==> src/rtl/laser_pkg.sv <==
// Shared definitions for the laser pattern playback path.
// Holds the state encoding of the byte serializer and the default frame
// geometry (bit period, blanking gap, bytes per frame). The RAM controller
// sizes its frame storage from the same defaults, so they live here rather
// than in either module.
package laser_pkg;

  localparam logic [2:0] ST_IDLE  = 3'd0;
  localparam logic [2:0] ST_FETCH = 3'd1;
  localparam logic [2:0] ST_SHIFT = 3'd2;
  localparam logic [2:0] ST_GAP   = 3'd3;
  localparam logic [2:0] ST_DONE  = 3'd4;

  typedef enum logic [2:0] {
    IDLE  = ST_IDLE,
    FETCH = ST_FETCH,
    SHIFT = ST_SHIFT,
    GAP   = ST_GAP,
    DONE  = ST_DONE
  } state_t;

  localparam int DEFAULT_BIT_CYCLES  = 4;
  localparam int DEFAULT_GAP_CYCLES  = 2;
  localparam int DEFAULT_FRAME_BYTES = 16;

  // Width of a counter that must hold values 0..max_value. A zero-sized
  // range (e.g. no blanking gap) still gets one bit so the register exists.
  function automatic int counter_width(input int max_value);
    return (max_value < 1) ? 1 : $clog2(max_value + 1);
  endfunction

endpackage

==> src/rtl/laser_bit_timer.sv <==
// Reloadable down-counter used to time one bit period or one blanking gap.
// Ports:
//   clk, reset : clock and synchronous active-high reset
//   load       : reload the counter with CYCLES-1 (takes priority)
//   enable     : count down while high
//   tick       : one-cycle pulse in the last cycle of the period
//                (enable high and counter at zero)
module laser_bit_timer
  import laser_pkg::*;
#(
  parameter int CYCLES = DEFAULT_BIT_CYCLES
) (
  input  logic clk,
  input  logic reset,
  input  logic load,
  input  logic enable,
  output logic tick
);

  localparam int W = counter_width(CYCLES);
  // A period of CYCLES cycles is counted as CYCLES-1 down to 0.
  localparam logic [W-1:0] RELOAD = (CYCLES > 0) ? W'(CYCLES - 1) : '0;

  logic [W-1:0] count;

  // Counter parks at zero instead of wrapping; the owner reloads it.
  always_ff @(posedge clk) begin
    if (reset) begin
      count <= '0;
    end else if (load) begin
      count <= RELOAD;
    end else if (enable && (count != '0)) begin
      count <= count - W'(1);
    end
  end

  assign tick = enable && (count == '0);

endmodule

==> src/rtl/laser_byte_serializer.sv <==
// Fetches pattern bytes from the RAM controller over a req/in_valid
// handshake and plays each one MSB-first on the laser modulation line,
// holding every bit BIT_CYCLES cycles and blanking GAP_CYCLES cycles
// between bytes. One run pulse plays FRAME_BYTES bytes, then pulses done.
// Ports:
//   clk, reset : clock and synchronous active-high reset
//   run        : start-of-frame strobe, only honoured when idle
//   in         : pattern byte from the RAM controller
//   in_valid   : in holds a valid byte
//   req        : asking for the next byte
//   laser      : laser on/off modulation
//   busy       : a frame is in progress
//   done       : one-cycle pulse at the end of a frame
module laser_byte_serializer
  import laser_pkg::*;
#(
  parameter int BIT_CYCLES  = DEFAULT_BIT_CYCLES,
  parameter int GAP_CYCLES  = DEFAULT_GAP_CYCLES,
  parameter int FRAME_BYTES = DEFAULT_FRAME_BYTES
) (
  input  logic       clk,
  input  logic       reset,
  input  logic       run,
  input  logic [7:0] in,
  input  logic       in_valid,
  output logic       req,
  output logic       laser,
  output logic       busy,
  output logic       done
);

  localparam int BYTE_W = counter_width(FRAME_BYTES);
  localparam logic [BYTE_W-1:0] LAST_BYTE = BYTE_W'(FRAME_BYTES - 1);

  state_t state;
  state_t next_state;

  logic [7:0]        shreg;
  logic [2:0]        bit_cnt;
  logic [BYTE_W-1:0] byte_cnt;

  logic bit_load, bit_en, bit_tick;
  logic gap_load, gap_en, gap_tick;
  logic latch, shift, byte_clr, byte_inc;

  laser_bit_timer #(.CYCLES(BIT_CYCLES)) u_bit_timer (
    .clk    (clk),
    .reset  (reset),
    .load   (bit_load),
    .enable (bit_en),
    .tick   (bit_tick)
  );

  laser_bit_timer #(.CYCLES(GAP_CYCLES)) u_gap_timer (
    .clk    (clk),
    .reset  (reset),
    .load   (gap_load),
    .enable (gap_en),
    .tick   (gap_tick)
  );

  always_ff @(posedge clk) begin
    if (reset) begin
      state <= IDLE;
    end else begin
      state <= next_state;
    end
  end

  always_comb begin
    next_state = state;
    req        = 1'b0;
    laser      = 1'b0;
    busy       = 1'b1;
    done       = 1'b0;
    bit_load   = 1'b0;
    bit_en     = 1'b0;
    gap_load   = 1'b0;
    gap_en     = 1'b0;
    latch      = 1'b0;
    shift      = 1'b0;
    byte_clr   = 1'b0;
    byte_inc   = 1'b0;

    case (state)
      IDLE: begin
        busy = 1'b0;
        if (run) begin
          byte_clr   = 1'b1;
          next_state = FETCH;
        end
      end

      FETCH: begin
        req = 1'b1;
        if (in_valid) begin
          latch      = 1'b1;
          bit_load   = 1'b1;
          next_state = SHIFT;
        end
      end

      SHIFT: begin
        laser  = shreg[7];
        bit_en = 1'b1;
        if (bit_tick) begin
          if (bit_cnt != 3'd7) begin
            // Next bit: move it into the MSB and restart the bit period.
            shift    = 1'b1;
            bit_load = 1'b1;
          end else if (byte_cnt == LAST_BYTE) begin
            next_state = DONE;
          end else if (GAP_CYCLES > 0) begin
            byte_inc   = 1'b1;
            gap_load   = 1'b1;
            next_state = GAP;
          end else begin
            byte_inc   = 1'b1;
            next_state = FETCH;
          end
        end
      end

      GAP: begin
        gap_en = 1'b1;
        if (gap_tick) begin
          next_state = FETCH;
        end
      end

      DONE: begin
        done       = 1'b1;
        next_state = IDLE;
      end

      default: begin
        busy       = 1'b0;
        next_state = IDLE;
      end
    endcase
  end

  // The bit counter stops at 7 on the last bit and is cleared by the next
  // latch, so it never wraps mid-byte.
  always_ff @(posedge clk) begin
    if (reset) begin
      shreg    <= '0;
      bit_cnt  <= '0;
      byte_cnt <= '0;
    end else begin
      if (byte_clr) begin
        byte_cnt <= '0;
      end else if (byte_inc) begin
        byte_cnt <= byte_cnt + BYTE_W'(1);
      end

      if (latch) begin
        shreg   <= in;
        bit_cnt <= '0;
      end else if (shift) begin
        shreg   <= {shreg[6:0], 1'b0};
        bit_cnt <= bit_cnt + 3'd1;
      end
    end
  end

endmodule
==> config.mk <==
export PLATFORM = sky130hd
export DESIGN_NAME = laser_byte_serializer
export DESIGN_NICKNAME = d
export VERILOG_FILES = /design/src/rtl/laser_pkg.sv /design/src/rtl/laser_bit_timer.sv /design/src/rtl/laser_byte_serializer.sv
export SDC_FILE = /design/constraint.sdc
export NUM_CORES = 1
export LEC_CHECK = 0
export CAP_MARGIN = 20
export CORE_MARGIN = 4
export CORE_UTILIZATION = 55
export CTS_CLUSTER_DIAMETER = 50
export CTS_CLUSTER_SIZE = 8
export DETAILED_ROUTE_END_ITERATION = 8
export GPL_TIMING_DRIVEN = 0
export PLACE_DENSITY = 0.77
export SYNTH_ARGS = -nofsm -noshare
export SYNTH_HDL_FRONTEND = slang
export SYNTH_SLANG_ARGS = --single-unit
==> constraint.sdc <==
create_clock -name clk -period 2.4 [get_ports clk]
set_input_delay 0.36 -clock clk [delete_from_list [all_inputs] [get_ports clk]]
set_output_delay 0.36 -clock clk [all_outputs]
set_load 0.005 [all_outputs]
==> metrics.yaml <==
global_route:
  grtUsageMet3_pct: 3.29
  first_global_vias: 1138
  use_met2_pct: 32.1
  grt_max_degree: 20
  grt_pass1_wl_mm: 5.01
  grt_use_met1_pct: 23.5
  grt.busiest_layer: "met2"
  grt_overflow: 0
  grtUsageTotal_pct: 18.6
  antenna_found_initial: 0
place:
  post_dp_cell_area_um2: 1580
  portBuffers: 14
  gp_congestion: 0.870
  place_hpwl_mm: 2.23
pwr:
  p_clk_share_pct: 22.3
  p_int_uw: 557
  power.density_nw_per_um2: 491
  pwr-share-seq_pct: 53.8
  swShare_pct: 29.0
  irDropWorstVdd_mv: 0.316
  p_comb_share_pct: 23.9
  p_switching_uw: 227
  p_leak_uw: 0.000585
final_layout:
  utilization_pct: 65.0
  n_antenna_cell: 0
  area_growth_pct: 14.1
  num-nets-final: 191
  final_area_um2: 1600
  layout-drive-gt1-share_pct: 11.8
floorplanning:
  row_count: 18
  dieArea_um2: 3410
  coreArea_um2: 2450
  start_util_pct: 57.0
  dieWidth_um: 58.4
  io_pins: 16
  die_y_um: 58.4
timing:
  setup_viol: 0
  worstMarginPinSlew_ns: 0.544
  finalHoldViolCount: 0
  fmax_ghz: 0.493
  rsz0062_at_grt: "false"
  finClkSkew_ns: 0.00477
  maxSlewViolCount: 0
  tns_ns: 0
  min_period_over_period_pct: 84.5
  period_minus_slack_ns: 2.03
  max_slew_margin_pct: 63.6
run_status:
  status: "finished, final reports clean"
synthesis:
  synth_edf_count: 0
  synth-seq-cells: 24
  yosysTopAreaCell: "dfxtp_1"
  mappedNetlistArea_um2: 1400
  synthTopCellsByCount: "dfxtp_1 (24), a21oi_1 (11), inv_1 (8)"
  netlist_instances: 154
  synth.distinct_cells: 49
  post_synth.cell_area_avg_um2: 9.08
  synth.top_cell.area_share_pct: 34.3
  yosysWarnings: 0
  yosysMostFrequentCell: "dfxtp_1"
  synth_ff_type: "dfxtp_1"
  synthTopCellsByArea: "dfxtp_1 (34%), ha_1 (6.3%), a221o_1 (4.3%), a21oi_1 (3.9%), nor3b_1 (3.2%)"
  yosysSeqAreaShare_pct: 34.3
  syn_nets: 173
  async_flop_share_pct: 0
worst_setup_path:
  crit_chain: "buf_2, nor2_1, xnor2_1, clkdlybuf4s50_1"
  crit_required_ns: 2.04
  critPathLaunchType: "register"
  path_buf_inv: 2
  max_stage_delay_ns: 0.51
  cpMaxStageDelayCell: "clkdlybuf4s50_1"
  cp_max_fo: 10
  end_kind: "primary output"
  worstPathArrival_ns: 1.67
  path_class: "reg2out"
  crit_family: "buffers and inverters"
route:
  ant_nets: 0
  drcViolationCount: 0
  vias: 1223
  routed_wirelength_mm: 2.97
  drt_iter0_markers: 32
  wl_per_cell_um: 14.9
  detail_route.vias_per_cell: 6.12
  drt-pass1-iter-count: 6
cts:
  cts_max_level: 1
  cts_hold_buf: 0
  clock_latency_ns: 0.31
  numCtsBuffers: 3
  clk_path_buf_depth: 2
  numClockSinks: 24
  cts_root_buf: "clkbuf_4"
  cts_tree: "yes"
  path_clk_slew_ns: 0.13
worst_hold_path:
  hold_path.class: "reg2reg"
flow_run:
  maxCapViolations: 0
## metrics by stage
step / instances / setup slack [ns] / hold slack (ns) / power (uW)
after floorplan: 154 / 0.669 / 0.448 / 557
after global placement: 198 / 0.278 / 0.455 / 609
after detailed placement: 198 / 0.272 / 0.465 / 618
after CTS: 200 / 0.0745 / 0.486 / 789
after global routing: 200 / 0.239 / 0.521 / 829
final: 200 / 0.371 / 0.487 / 784
## what timing repair did
action                                  in CTS  in global routing
buffers inserted                             0                  0
resized for setup                            0                  1
endpoints found under the setup margin       1                  1
## flip-flops by register name, indices dropped and copies added (netlist names)
signal,count
byte_cnt,5
bit_cnt,3
shreg,8
u_bit_timer.count,3
state,3
u_gap_timer.count,2
## worst min-delay path, delay by kind of cell, from the launching register on
| kind | cells | cell delay [ns] |
|---|---|---|
| DFF | 1 | 0.33 |
| AOI/OAI and AO/OA | 2 | 0.12 |
## final cells by class
type | count | area (um^2)
timing repair buffer | 14 | 143
fill | 220 | 858
sequential | 24 | 480
tap | 30 | 37.5
buffer | 11 | 61.3
multi-input combinational | 110 | 822
inverter | 8 | 30.0
clock buffer | 3 | 22.5
## power by group through the flow
stage	sequential, uW	combinational, uW	clock, uW
after floorplan	429	128	0
after global placement	430	179	0
after detailed placement	431	187	0
after CTS	422	186	182
after global routing	424	206	200
final	422	187	175
## path summary, 6_finish.rpt
check	endpoint	slack (ns)	startpoint	cells past startpoint
worst max-delay path	busy	0.37	state[1]	4
worst min-delay path	byte_cnt[4]	0.49	byte_cnt[4]	2
worst max register to register	state[1]	0.42	byte_cnt[0]	7
worst min register to register	byte_cnt[4]	0.49	byte_cnt[4]	2
## placed cells by master (no fill, tap or decap), drive strengths merged, types with 4 or more instances in the layout
| cell type | Yosys | routed |
|---|---|---|
| dfxtp | 24 | 24 |
| clkdlybuf4s50 | 0 | 13 |
| a21oi | 11 | 11 |
| inv | 8 | 8 |
| nor2 | 7 | 7 |
| nand2b | 7 | 7 |
| ha | 7 | 7 |
| nor3b | 7 | 7 |
| buf | 8 | 7 |
| clkbuf | 4 | 7 |
| a221o | 6 | 6 |
| nand2 | 4 | 4 |
| nor4 | 4 | 4 |
| nand3 | 4 | 4 |
| o21ai | 4 | 4 |
| nor3 | 4 | 4 |
| or3b | 4 | 4 |
## layer usage
metal / up-vias / routed length, um / part of all wire (%)
met5: - / 0 / 0
met4: 0 / 19 / 0.64
met3: 2 / 146 / 4.9
met2: 31 / 1460 / 49
met1: 576 / 1350 / 45
li1: 614 / - / -
## cell families after synthesis
logic type / Yosys count / synth area share [%]
simple gates: 59 / 28.9
mux: 2 / 1.43
compound gates: 40 / 20.9
xor+xnor: 2 / 1.25
fa+ha+maj: 7 / 6.26
buf+inv: 20 / 6.89
flops: 24 / 34.3
No activity file was read; power rests on OpenSTA's default activity.
